[config.mk]
export PLATFORM = sky130hd
export DESIGN_NAME = mut_ram_bwe
export DESIGN_NICKNAME = d
export VERILOG_FILES = /design/src/rtl/pmbist_pkg.sv /design/src/rtl/mut_ram_bwe_rd_pipe.sv /design/src/rtl/mut_ram_bwe.sv
export SDC_FILE = /design/constraint.sdc
export NUM_CORES = 1
export LEC_CHECK = 0
export CAP_MARGIN = 20
export CORE_ASPECT_RATIO = 0.5
export CORE_MARGIN = 3
export CORE_UTILIZATION = 60
export CTS_BUF_LIST = sky130_fd_sc_hd__clkbuf_4 sky130_fd_sc_hd__clkbuf_8
export CTS_CLUSTER_DIAMETER = 40
export DETAILED_ROUTE_END_ITERATION = 12
export DONT_BUFFER_PORTS = 1
export GPL_TIMING_DRIVEN = 0
export PLACE_DENSITY = 0.77
export SYNTH_ARGS = -nofsm -noshare
export SYNTH_HDL_FRONTEND = slang
export SYNTH_SLANG_ARGS = --single-unit
[constraint.sdc]
create_clock -name clk -period 4.4 [get_ports clk]
set_input_delay 1.1 -clock clk [delete_from_list [all_inputs] [get_ports clk]]
set_output_delay 1.1 -clock clk [all_outputs]
set_load 0.02 [all_outputs]
[src/rtl/pmbist_pkg.sv]
// Shared types and limits for the PMBIST memory-under-test models.
package pmbist;

   localparam int MUT_MAX_READ_LATENCY = 4;

   // Fault slot fields are held at fixed maximum widths so the type does not
   // depend on any one memory's geometry; users zero-extend before comparing.
   localparam int MUT_FAULT_ADDR_W = 32;
   localparam int MUT_FAULT_BIT_W  = 16;

   typedef struct packed {
      logic                        en;
      logic [MUT_FAULT_ADDR_W-1:0] addr;
      logic [MUT_FAULT_BIT_W-1:0]  bitpos;
      logic                        val;
   } mut_fault_t;

endpackage

[src/rtl/mut_ram_bwe_rd_pipe.sv]
// Read pipeline: valid/data shift register of depth READ_LATENCY.
// Valid advances every cycle; a stage's data only moves when a valid read
// reaches it, so the last stage holds the most recent result.
module mut_rd_pipe
   import pmbist::*;
#(
   parameter int DATA_WIDTH   = 7,
   parameter int READ_LATENCY = 1
) (
   input  logic                  clk_i,
   input  logic                  rst_i,
   input  logic                  valid_i,
   input  logic [DATA_WIDTH-1:0] data_i,
   output logic                  valid_o,
   output logic [DATA_WIDTH-1:0] data_o
);

   localparam int DEPTH = (READ_LATENCY < 1) ? 1 :
                          (READ_LATENCY > MUT_MAX_READ_LATENCY) ? MUT_MAX_READ_LATENCY :
                          READ_LATENCY;

   logic                  valid_q [DEPTH];
   logic [DATA_WIDTH-1:0] data_q  [DEPTH];
   logic                  valid_d [DEPTH];
   logic [DATA_WIDTH-1:0] data_d  [DEPTH];

   // Next state: shift valid, move data only alongside a valid read
   always_comb begin
      valid_d[0] = valid_i;
      data_d[0]  = valid_i ? data_i : data_q[0];
      for (int unsigned i = 1; i < DEPTH; i++) begin
         valid_d[i] = valid_q[i-1];
         data_d[i]  = valid_q[i-1] ? data_q[i-1] : data_q[i];
      end
   end

   // Stage registers with synchronous clear
   always_ff @(posedge clk_i) begin
      if (rst_i) begin
         for (int unsigned i = 0; i < DEPTH; i++) begin
            valid_q[i] <= 1'b0;
            data_q[i]  <= '0;
         end
      end else begin
         for (int unsigned i = 0; i < DEPTH; i++) begin
            valid_q[i] <= valid_d[i];
            data_q[i]  <= data_d[i];
         end
      end
   end

   assign valid_o = valid_q[DEPTH-1];
   assign data_o  = data_q[DEPTH-1];

endmodule

[src/rtl/mut_ram_bwe.sv]
// Single-port memory-under-test with odd/even bit write enables, configurable
// read latency and a valid strobe. Define MUT_FAULT_INJECT_EN to build the
// stuck-at fault slots that mask read data; otherwise fault_* are ignored.
module mut_ram_bwe
   import pmbist::*;
#(
   parameter  int DATA_WIDTH   = 7,
   parameter  int ADDR_WIDTH   = 4,
   parameter  int RAM_DEPTH    = 1 << ADDR_WIDTH,
   parameter  int READ_LATENCY = 1,
   parameter  int FAULT_NUM    = 4,
   localparam int FBIT_W       = (DATA_WIDTH > 1) ? $clog2(DATA_WIDTH) : 1
) (
   input  logic                  clk,
   input  logic                  rst,
   input  logic                  cs,
   input  logic                  we,
   input  logic                  re,
   input  logic                  oe,
   input  logic                  odd_bwe,
   input  logic                  even_bwe,
   input  logic [ADDR_WIDTH-1:0] addr,
   input  logic [DATA_WIDTH-1:0] d,
   output logic [DATA_WIDTH-1:0] q,
   output logic                  q_valid,
   input  logic                  fault_load,
   input  logic                  fault_clr,
   input  logic [ADDR_WIDTH-1:0] fault_addr,
   input  logic [FBIT_W-1:0]     fault_bit,
   input  logic                  fault_val
);

   localparam int IDX_W = (RAM_DEPTH > 1) ? $clog2(RAM_DEPTH) : 1;

   logic [DATA_WIDTH-1:0] mem_q [RAM_DEPTH];
   logic [DATA_WIDTH-1:0] wmask;
   logic [IDX_W-1:0]      idx;
   logic                  addr_ok;
   logic                  wr_en;
   logic                  rd_en;
   logic [DATA_WIDTH-1:0] raw_word;
   logic [DATA_WIDTH-1:0] rd_word;
   logic                  pipe_valid;
   logic [DATA_WIDTH-1:0] pipe_data;

   // Decode access: reset suppresses both write and read in the same cycle
   always_comb begin
      addr_ok  = (32'(addr) < 32'(RAM_DEPTH));
      idx      = IDX_W'(addr);
      wr_en    = !rst && cs && we && addr_ok;
      rd_en    = !rst && cs && re && !we;
      raw_word = addr_ok ? mem_q[idx] : '0;
      for (int unsigned i = 0; i < DATA_WIDTH; i++) begin
         wmask[i] = ((i % 2) == 0) ? even_bwe : odd_bwe;
      end
   end

   // Array write with per-bit odd/even masking; contents are never reset
   always_ff @(posedge clk) begin
      if (wr_en) begin
         mem_q[idx] <= (mem_q[idx] & ~wmask) | (d & wmask);
      end
   end

`ifdef MUT_FAULT_INJECT_EN
   localparam int PTR_W = (FAULT_NUM > 1) ? $clog2(FAULT_NUM) : 1;

   mut_fault_t       slot_q [FAULT_NUM];
   mut_fault_t       slot_d [FAULT_NUM];
   logic [PTR_W-1:0] ptr_q;
   logic [PTR_W-1:0] ptr_d;

   // Slot file next state: clear beats load; load overwrites the oldest slot
   always_comb begin
      ptr_d = ptr_q;
      for (int unsigned s = 0; s < FAULT_NUM; s++) begin
         slot_d[s] = slot_q[s];
      end
      if (fault_clr) begin
         ptr_d = '0;
         for (int unsigned s = 0; s < FAULT_NUM; s++) begin
            slot_d[s].en = 1'b0;
         end
      end else if (fault_load) begin
         slot_d[ptr_q].en     = 1'b1;
         slot_d[ptr_q].addr   = MUT_FAULT_ADDR_W'(fault_addr);
         slot_d[ptr_q].bitpos = MUT_FAULT_BIT_W'(fault_bit);
         slot_d[ptr_q].val    = fault_val;
         ptr_d = (ptr_q == PTR_W'(FAULT_NUM - 1)) ? '0 : ptr_q + PTR_W'(1);
      end
   end

   // Slot file and pointer registers
   always_ff @(posedge clk) begin
      if (rst) begin
         ptr_q <= '0;
         for (int unsigned s = 0; s < FAULT_NUM; s++) begin
            slot_q[s] <= '0;
         end
      end else begin
         ptr_q <= ptr_d;
         for (int unsigned s = 0; s < FAULT_NUM; s++) begin
            slot_q[s] <= slot_d[s];
         end
      end
   end

   // Force faulty bits on data entering the pipeline; later slots override earlier
   always_comb begin
      rd_word = raw_word;
      for (int unsigned s = 0; s < FAULT_NUM; s++) begin
         for (int unsigned b = 0; b < DATA_WIDTH; b++) begin
            if (slot_q[s].en &&
                (slot_q[s].addr == MUT_FAULT_ADDR_W'(addr)) &&
                (slot_q[s].bitpos == MUT_FAULT_BIT_W'(b))) begin
               rd_word[b] = slot_q[s].val;
            end
         end
      end
   end
`else
   logic unused_fault;
   assign unused_fault = ^{fault_load, fault_clr, fault_addr, fault_bit, fault_val};

   // Without fault injection the pipeline sees the raw array word
   always_comb begin
      rd_word = raw_word;
   end
`endif

   mut_rd_pipe #(
      .DATA_WIDTH   (DATA_WIDTH),
      .READ_LATENCY (READ_LATENCY)
   ) u_rd_pipe (
      .clk_i   (clk),
      .rst_i   (rst),
      .valid_i (rd_en),
      .data_i  (rd_word),
      .valid_o (pipe_valid),
      .data_o  (pipe_data)
   );

   assign q       = oe ? pipe_data : '0;
   assign q_valid = pipe_valid;

endmodule

Word-level counts from Yosys, hierarchy flattened --
Memory sizes are Yosys's and may differ from the RTL's. Cells that the tools add are included.
Cells by class: bitwise operators 4, reductions and logical operators 8, multiplexer cells 11
Operator list (count):
- 7-bit two-way mux | 3
- 7-bit AND | 2
- 1-bit two-way mux | 8
- 7-bit inverter | 1
- 7-bit OR | 1
- 7-bit OR reduction | 1
- 1-bit logical AND | 4
- 1-bit zero test | 2
- 1-bit OR reduction | 1
Storage, ports and cells: logic and storage cells 26, bits in writable memories 120, output and inout port bits 8, flip-flop bits (word level) 0, memories kept 3
Memory list:
- mem_q | depth 16, bits a word 7, rd ports 1, clocked after Yosys merged registers in 0, write ports 1, RTL line mut_ram_bwe.sv:35 | logic [DATA_WIDTH-1:0] mem_q [RAM_DEPTH];
- u_rd_pipe.data_q | depth 1, bits a word 7, rd ports 1, clocked after Yosys merged registers in 0, write ports 1, RTL line mut_ram_bwe_rd_pipe.sv:23 | logic [DATA_WIDTH-1:0] data_q [DEPTH];
- u_rd_pipe.valid_q | depth 1, bits a word 1, rd ports 1, clocked after Yosys merged registers in 0, write ports 1, RTL line mut_ram_bwe_rd_pipe.sv:22 | logic valid_q [DEPTH];

Depth between registers and ports, before layout --
Gate-level depths: netlist of the first run.
depth after elaboration 6, mapped depth 6, gate-level depth less buffers 4

Hierarchy --
A second synthesis of the first run with hierarchy kept.
Second synthesis, totals: cells, all modules 250, area, all modules 4852.2 µm²
Modules (own cells, without submodules):
- mut_ram_bwe | area each 4574.4 µm², cells an instance 225, times used 1
- mut_rd_pipe | area each 277.8 µm², cells an instance 25, times used 1

Worst setup path after synthesis of the first run --
Ideal clock, no wire load.
kind input -> register, from input port addr[2], to memory mem_q[0][0] (data pin), stages on the path 5, data required time 4.045 ns, setup time 0.355 ns, data arrival time 2.646 ns, path buffers 2, path slack 1.398 ns, cell sequence buf_6 > buf_12 > mux4_2 > mux2i_1 > a222oi_1
Between the ends: word-level cells in the longest chain between the ends 3
Ends and longest elaborated chain:
- from (decl) | RTL line mut_ram_bwe.sv:22 | input logic [ADDR_WIDTH-1:0] addr,
- memory 16 x 7 bit
- 7-bit AND | RTL line mut_ram_bwe.sv:61 | mem_q[idx] <= (mem_q[idx] & ~wmask) | (d & wmask);
- 7-bit OR | RTL line mut_ram_bwe.sv:61
- to (decl) | RTL line mut_ram_bwe.sv:35
No other way between the ends.

Final worst setup path of the first run --
from input port addr[3], to memory mem_q[1][4] (data pin)
The elaborated chain is that of the path after synthesis.

==> out/qor.csv, run 1 <==
stage;metric;value;unit
synthesis;synth-seq-area-share;72.9;%
placement;dpl.hpwl;6200;µm
clocking;cts_tree;built;
synthesis;ys_types;25;
clocking;postCtsSetupRepairBufs;0;
clocking;cts_hold_buffers;0;
finish;drive_gt1_share;25.6;%
finish;layout_common_cells;edfxtp_1, mux4_2, clkbuf_8, mux2i_1, nor2_1;
timing;rsz0062_at_grt;no;
clocking;cts_buffer_depth;2;
outcome;status;finished, final reports clean;
finish;layout_commonest_cell;edfxtp_1;
min_path;min-delay-start;u_rd_pipe.data_q[0][0]$_SDFFE_PP0P_;
timing;fin_crit_sh;68.2;%
grt;grt_pass1_wl;14400;µm
setup_path;required;4660;ps
finish;n_antenna_cell;0;
detailed_routing;dr.pass1.iters;7;
floorplan;dieArea;0.00924;mm²
synthesis;synth-async-reset-ratio;0;%
min_path;hp-class;reg2reg;
synthesis;ys_ff_latch;120;
floorplan;ios;37;
detailed_routing;first_iter_violations;279;
timing;maxSlewViolCount;0;
timing;final-setup-viol-count;0;
grt;grt_pass1_vias;2500;
floorplan;die_w;133;µm
clocking;cts.sinks;120;
setup_path;crit_arrival;3260;ps
setup_path;start_kind;primary input;
floorplan;die_height;69.5;µm
timing;skew;9.00;ps
synthesis;ys.warnings.count;0;
detailed_routing;drt-total-wl;9160;µm
grt;antenna_found_initial;0;
detailed_routing;avgRoutedWirePerCell;23.3;µm
timing;tightest_slew;1180;ps
finish;fin_nets;303;
finish;area_delta_synth_final;10.8;%
timing;setup_tns;0;ps
clocking;root_buffer;clkbuf_8;
placement;gp_congestion;0.919;
flow_run;drv_cap;0;
setup_path;critPathCaptureType;flip-flop;
grt;grt.overflow.total;0;
min_path;holdPathStages;2;
setup_path;crit_fanout;10;
placement;numPortBuffers;0;
synthesis;syn_nets;271;
setup_path;rr_startpoint;mem_q[10][1]$_DFFE_PP_;
grt;grt_max_degree;17;
floorplan;rows;22;
power_and_ir_drop;leakagePower;1.78;nW
timing;fin_crit;3000;ps
detailed_routing;vias;2494;
min_path;hold_end;u_rd_pipe.data_q[0][0]$_SDFFE_PP0P_;
synthesis;synth_edf_count;112;
detailed_routing;drtAntennaViolNets;0;
synthesis;synth_area_per_cell;20.0;µm²
setup_path;r2r_end;mem_q[5][1]$_DFFE_PP_;
finish;nFillCells;461;
clocking;htree_levels;4;
detailed_routing;viasPerCell;6.35;
placement;placed_area;0.00501;mm²
power_and_ir_drop;peakVddDrop;0.217;mV
floorplan;core-area;0.00757;mm²
synthesis;postSynthCellCount;242;
grt;track_usage;22.0;%
synthesis;syn_area;0.00483;mm²
setup_path;ff2ff_path_depth;4;
setup_path;r2r_slack;2160;ps
timing;clock.fmax;333;MHz
setup_path;path_class;in2reg;
clocking;cts_buffers;17;
timing;slew_headroom;21.4;%
detailed_routing;drc;0;
clocking;ctsResizeCount;0;
synthesis;synthFlopType;edfxtp_1;
clocking;cts.clk_slew.worst_paths;60;ps
power_and_ir_drop;power.density;411;mW/mm²
finish;design_area;0.00536;mm²
clocking;clk_latency;420;ps
floorplan;start_util;63.9;%
timing;hold_viol;0;
==> kinds of logic after synthesis <==
group	share of synthesized area [%]
AO/OA/AOI/OAI	2.72
AND/OR/NAND/NOR	5.38
flip-flops	72.9
multiplexers	16.3
buffers and inverters	2.69
==> worst max-delay path by stage <==
| stage | cells past startpoint | start | slack [ps] | to |
|---|---|---|---|---|
| after CTS | 6 | addr[2] | 1180 | mem_q[6][5]$_DFFE_PP_ |
| after detailed placement | 6 | addr[2] | 730 | mem_q[1][5]$_DFFE_PP_ |
| final | 6 | addr[3] | 1400 | mem_q[1][4]$_DFFE_PP_ |
| after floorplan | 5 | addr[2] | 1400 | mem_q[0][0]$_DFFE_PP_ |
| after global routing | 6 | addr[3] | 1200 | mem_q[13][4]$_DFFE_PP_ |
| after global placement | 5 | addr[2] | 370 | mem_q[9][2]$_DFFE_PP_ |
==> synth_stat cells, types with 2 or more instances <==
| master | number | area share, % |
|---|---|---|
| a222oi_1 | 7 | 1.4 |
| and2_1 | 7 | 0.91 |
| buf_2 | 4 | 0.41 |
| buf_4 | 2 | 0.31 |
| buf_6 | 2 | 0.47 |
| clkbuf_1 | 2 | 0.16 |
| dfxtp_1 | 8 | 3.3 |
| edfxtp_1 | 112 | 70 |
| inv_1 | 8 | 0.62 |
| mux2i_1 | 14 | 2.9 |
| mux4_1 | 5 | 2.7 |
| mux4_2 | 23 | 11 |
| nand2_1 | 3 | 0.23 |
| nand2b_1 | 4 | 0.52 |
| nand3b_1 | 7 | 1.1 |
| nor2_1 | 14 | 1.1 |
| nor2b_1 | 3 | 0.39 |
| nor3_1 | 4 | 0.41 |
| o221ai_1 | 7 | 1.3 |
==> layer usage <==
metal	vias to the layer above	share of wire, %	GRT usage, %
met4	0	2.0	7.95
met1	1268	42	31.2
li1	1070	-	-
met2	132	47	32.5
met5	-	0	0
met3	24	9.4	7.39
==> report_power, final <==
part / internal [mW] / switching, mW / total, mW
sequential: 1.27 / 0.00299 / 1.27
clock: 0.409 / 0.383 / 0.792
combinational: 0.0533 / 0.0847 / 0.138
total: 1.73 / 0.471 / 2.20
==> critical path, stage by stage <==
cell      delay, ps
buf_4           170
buf_2           300
mux4_2          250
mux2i_1         100
a222oi_1        970
buf_2           360
==> state kept, by name, summed over array words and instances (netlist names) <==
signal,count
mem_q,112
u_rd_pipe.data_q,7
u_rd_pipe.valid_q,1
==> stage by stage <==
step                      cells  hold slack [ps]  total power [mW]  setup slack, ps  util [%]
after floorplan             242              459              1.39             1400         -
after global placement      350              480              1.42              374      65.7
after detailed placement    358              498              1.43              727      66.2
after CTS                   388              509              2.21             1180      70.3
after global routing        393              550              2.29             1200      70.7
final                       393              517              2.20             1400      70.7
==> final cells by class <==
type	count	area (µm²)	share of cell area [%]
Clock buffer	23	279	5.21
Timing Repair Buffer	13	75.1	1.40
Tap cell	108	135	2.52
Inverter	8	30.0	0.561
Sequential cell	120	3520	65.8
Clock inverter	7	31.3	0.584
Multi-Input combinational cell	102	1180	22.1
Buffer	12	100	1.87
Note: power is estimated with default switching activity, not from simulation.
==> inputs of run 2 (changes only) <==
CORE_UTILIZATION = 59   (was 60)
PLACE_DENSITY = 0.79   (was 0.77)
clock period = 2.7 ns   (was 4.4 ns; I/O delays follow)
==> run 2 against run 1 <==
Compared with the run above: highest routed layer unchanged; combinational power rose by 72%; hold slack worse by 12 ps; critical path depth increased by 1; critical path type unchanged; final area rose by 1.4%; register-to-register slack got worse by 1600 ps; cell count up 0.51%; first-iteration DRC count rose by 21%.
==> out/qor.csv, run 2 (synthesis results as in run 1) <==
stage;metric;value;unit
outcome;status;finished, final reports clean;
floorplan;core-area;0.00762;mm²
clocking;cts_buffer_depth;2;
finish;reg.largest.list;mem_q x112, u_rd_pipe.data_q x7, u_rd_pipe.valid_q x1;
min_path;hp-class;in2reg;
setup_path;critPathCaptureType;flip-flop;
floorplan;rows;22;
setup_path;start_kind;primary input;
timing;slew_headroom;28.0;%
setup_path;required;2940;ps
timing;skew;7.30;ps
clocking;cts_hold_buffers;0;
clocking;cts.clk_slew.worst_paths;60;ps
grt;antenna_found_initial;0;
timing;hold_viol;0;
timing;fin_hold_ws;505;ps
clocking;ctsResizeCount;0;
timing;fin_crit;2470;ps
setup_path;crit_arrival;2710;ps
finish;layout_commonest_cell;edfxtp_1;
grt;grt.overflow.total;0;
detailed_routing;vias;2622;
timing;setup_ws;230;ps
finish;top_register;mem_q;
timing;clock.fmax;405;MHz
clocking;clk_latency;410;ps
power_and_ir_drop;peakVddDrop;0.379;mV
finish;area_delta_synth_final;12.3;%
finish;fin_nets;303;
detailed_routing;dr.pass1.iters;5;
floorplan;ios;37;
finish;largest_reg_flops;112;
timing;rsz0062_at_grt;no;
flow_run;drv_cap;0;
grt;grt_pass1_wl;15500;µm
timing;final-setup-viol-count;0;
detailed_routing;drc;0;
detailed_routing;avgRoutedWirePerCell;25.6;µm
timing;fin_crit_sh;91.5;%
finish;layout_common_cells;edfxtp_1, mux4_2, clkbuf_8, buf_2;
placement;dpl.hpwl;6730;µm
grt;track_usage;23.5;%
grt;grt_pass1_vias;2657;
clocking;cts_buffers;17;
floorplan;dieArea;0.00938;mm²
setup_path;ff2ff_path_depth;5;
detailed_routing;viasPerCell;6.64;
min_path;holdPathStages;2;
detailed_routing;drtAntennaViolNets;0;
timing;tightest_slew;1070;ps
finish;n_antenna_cell;0;
timing;maxSlewViolCount;0;
power_and_ir_drop;power.density;708;mW/mm²
clocking;htree_levels;4;
finish;drive_gt1_share;27.2;%
power_and_ir_drop;leakagePower;1.82;nW
placement;dp_slack;-194;ps
floorplan;die_height;70.0;µm
clocking;postCtsSetupRepairBufs;0;
clocking;root_buffer;clkbuf_8;
clocking;cts_tree;built;
floorplan;start_util;63.4;%
grt;grt_max_degree;17;
floorplan;die_w;134;µm
clocking;cts.sinks;120;
detailed_routing;drt-total-wl;10100;µm
placement;gp_congestion;0.831;
placement;numPortBuffers;0;
setup_path;path_class;in2reg;
setup_path;crit_fanout;10;
detailed_routing;first_iter_violations;338;
## run 2: changes by cell type in the layout (fill, tap and decap cells not counted)
cell       previous run  this run
buf_2                12        15
buf_4                 3         4
bufinv_16             0         1
clkbuf_2              1         0
clkbuf_4              9         8
clkbuf_8             17        21
clkinv_1              3         0
clkinv_2              4         2
## run 2: final timing paths
path	start	to	slack (ps)
setup / recovery	addr[3]	mem_q[6][2]$_DFFE_PP_	230
hold / removal	rst	u_rd_pipe.data_q[0][1]$_SDFFE_PP0P_	510
setup reg to reg	mem_q[14][2]$_DFFE_PP_	mem_q[6][2]$_DFFE_PP_	520
hold reg to reg	u_rd_pipe.data_q[0][0]$_SDFFE_PP0P_	u_rd_pipe.data_q[0][0]$_SDFFE_PP0P_	510
## run 2: worst max-delay path, cell delays in order
cell	delay, ps
buf_4	160
buf_4	200
mux4_1	320
mux2i_1	150
a222oi_1	690
buf_2	280
buf_2	230
## run 2: area by class of cell
type	instances	area, µm²
flip-flops and latches	120	3520
clock buffers	29	349
well taps	108	135
plain buffers	12	100
clock inverters	3	40.0
multi-input cells	102	1180
repair buffers	13	70.1
inverters	8	30.0
fillers	455	2200
## run 2: per-layer routing
metal	vias up	track usage (%)	share of wire [%]
met5	-	0	0
met4	0	10.8	3.1
met3	30	7.77	10
met2	178	32.6	44
met1	1337	34.2	43
li1	1077	-	-
## run 2: power breakdown
group	switching [mW]	internal, mW
logic	0.148	0.0891
clock network	0.625	0.907
registers	0.00535	2.07
total	0.779	3.07
## run 2: through the flow
step	util [%]	setup TNS, ps	total power [mW]	instances	cell area (µm²)
6_report	71.2	0	3.84	395	5430
5_1_grt	71.2	0	3.97	395	5430
4_1_cts	71.1	0	3.86	394	5420
3_5_place_dp	66.0	-4710	2.34	362	5030
3_3_place_gp	65.2	-75910	2.32	350	4970
2_1_floorplan	-	0	2.26	242	4830
==> inputs of run 3 (changes only) <==
clock period = 2.2 ns   (was 2.7 ns; I/O delays follow)
==> run 3 against run 2 <==
Compared with the run above: setup slack worse by 140 ps; utilization down 0.25 points; clock skew about the same; largest cell class unchanged; largest power group unchanged.
==> out/qor.csv, run 3 (synthesis results as in run 1) <==
stage;metric;value;unit
floorplan;die_height;70.0;µm
timing;slew_headroom;48.7;%
placement;numPortBuffers;0;
grt;grt_max_degree;17;
clocking;cts_buffer_depth;2;
grt;grt_pass1_wl;14900;µm
detailed_routing;dr.pass1.iters;5;
finish;nFillCells;459;
timing;rsz0062_at_grt;no;
finish;layout_commonest_cell;edfxtp_1;
placement;dpl.cell_count;359;
timing;final-setup-viol-count;0;
floorplan;rows;22;
setup_path;crit_fanout;10;
min_path;holdPathStages;2;
setup_path;r2r_end;mem_q[6][2]$_DFFE_PP_;
floorplan;start_util;63.4;%
outcome;status;finished, final reports clean;
power_and_ir_drop;power.share.switching;21.3;%
clocking;cts_tree;built;
finish;reg.largest.list;mem_q x112, u_rd_pipe.data_q x7, u_rd_pipe.valid_q x1;
power_and_ir_drop;peakVddDrop;0.413;mV
detailed_routing;avgRoutedWirePerCell;24.2;µm
detailed_routing;viasPerCell;6.50;
setup_path;rr_startpoint;mem_q[6][2]$_DFFE_PP_;
power_and_ir_drop;clock_power_share;35.2;%
finish;fin_nets;306;
detailed_routing;first_iter_violations;293;
timing;hold_viol;0;
finish;drive_gt1_share;27.9;%
clocking;root_buffer;clkbuf_8;
detailed_routing;drtAntennaViolNets;0;
finish;multi_input_area;0.00120;mm²
floorplan;dieArea;0.00938;mm²
setup_path;critPathCaptureType;flip-flop;
detailed_routing;drt-total-wl;9560;µm
detailed_routing;vias;2568;
power_and_ir_drop;power.internal;3.47;mW
clocking;cts_hold_buffers;0;
timing;fin_crit_sh;96.0;%
finish;layout.cells.non_filler;395;
clocking;cts.clk_slew.worst_paths;60;ps
setup_path;path_class;in2reg;
clocking;htree_levels;4;
timing;clock.fmax;474;MHz
setup_path;required;2440;ps
setup_path;r2r_slack;130;ps
min_path;min-delay-start;rst;
timing;tightest_slew;769;ps
setup_path;start_kind;primary input;
finish;top_register;mem_q;
finish;n_antenna_cell;0;
floorplan;ios;37;
setup_path;ff2ff_path_depth;5;
timing;maxSlewViolCount;0;
finish;layout_common_cells;edfxtp_1, mux4_2, clkbuf_8, nor2_1, mux2i_1;
power_and_ir_drop;leakagePower;1.80;nW
flow_run;drv_cap;0;
min_path;hold_end;u_rd_pipe.data_q[0][5]$_SDFFE_PP0P_;
grt;track_usage;22.5;%
floorplan;die_w;134;µm
timing;fin_hold_ws;376;ps
min_path;hp-class;in2reg;
power_and_ir_drop;comb_power_share;7.0;%
finish;largest_reg_flops;112;
floorplan;core-area;0.00762;mm²
placement;dpl.hpwl;6480;µm
timing;skew;7.49;ps
setup_path;crit_arrival;2350;ps
grt;grt.overflow.total;0;
finish;seqCellArea;0.00352;mm²
grt;grt_pass1_vias;2513;
placement;gp_congestion;0.863;
power_and_ir_drop;power.density;814;mW/mm²
power_and_ir_drop;seqPwrFrac;57.8;%
clocking;cts_buffers;17;
grt;antenna_found_initial;0;
timing;fin_crit;2110;ps
detailed_routing;drc;0;
clocking;clk_latency;410;ps
clocking;cts.sinks;120;
finish;area_delta_synth_final;11.9;%
power_and_ir_drop;p_switching;940;µW
## run 3: changes by cell type in the layout (fill, tap and decap cells not counted)
cell / delta
clkbuf_8: -4
nor3_1: -3
nor3_2: +3
buf_2: -3
buf_12: +2
mux2i_1: -1
clkbuf_4: -2
clkinv_2: +3
buf_4: +5
buf_6: -2
bufinv_16: -1
clkinv_1: +2
mux2i_2: +1
## run 3: power by group through the flow
stage | Combinational, mW | Sequential, mW | Clock, mW
after floorplan | 0.189 | 2.59 | 0
after global placement | 0.257 | 2.60 | 0
after detailed placement | 0.283 | 2.59 | 0
after CTS | 0.304 | 2.55 | 1.57
after global routing | 0.330 | 2.55 | 1.69
final | 0.310 | 2.55 | 1.55
## run 3: metal layers
layer | up-vias | share of wire (%) | track usage [%]
met5 | - | 0 | 0
met4 | 0 | 1.5 | 8.24
met3 | 15 | 11 | 6.76
met2 | 146 | 42 | 29.5
met1 | 1326 | 45 | 35.9
li1 | 1081 | - | -
## run 3: layout make-up
type,instances,share of cell area (%)
repair buffers,16,1.85
inverters,8,0.555
flip-flops and latches,120,65.1
multi-input cells,102,22.2
clock inverters,7,0.601
clock buffers,22,5.02
plain buffers,12,2.17
well taps,108,2.50
## run 3: stage by stage
| stage | area [µm²] | TNS, ps | util, % | worst slack [ps] | total power [mW] |
|---|---|---|---|---|---|
| 4_1_cts | 5400 | 0 | 70.8 | 47.1 | 4.42 |
| 6_report | 5410 | 0 | 71.0 | 88.1 | 4.41 |
| 2_1_floorplan | 4850 | -23470 | - | -223 | 2.78 |
| 3_3_place_gp | 4990 | -135620 | 65.4 | -1340 | 2.85 |
| 3_5_place_dp | 5030 | -63470 | 66.0 | -688 | 2.88 |
| 5_1_grt | 5410 | 0 | 71.0 | 3.06 | 4.57 |
## run 3: worst max-delay path, stage by stage
cell      delay, ps
buf_12          130
buf_12          150
buf_8           140
mux4_2          210
mux2i_1         120
a222oi_1        690
buf_2           340
## run 3: how the worst max path moves through the flow
stage,from,to,slack (ps),depth (start not counted)
2_1_floorplan,addr[2],mem_q[0][5]$_DFFE_PP_,-220,6
3_3_place_gp,addr[3],mem_q[9][0]$_DFFE_PP_,-1340,5
3_5_place_dp,addr[3],mem_q[10][1]$_DFFE_PP_,-690,6
4_1_cts,addr[1],mem_q[1][0]$_DFFE_PP_,50,4
5_1_grt,addr[2],mem_q[14][5]$_DFFE_PP_,3,7
6_report,addr[2],mem_q[14][5]$_DFFE_PP_,90,7
## run 3: timing repair
item	CTS	global route
buffers inserted	6	0
pin swaps	4	1
setup endpoints to repair	70	18
gates resized for setup	3	1
cloned	0	0
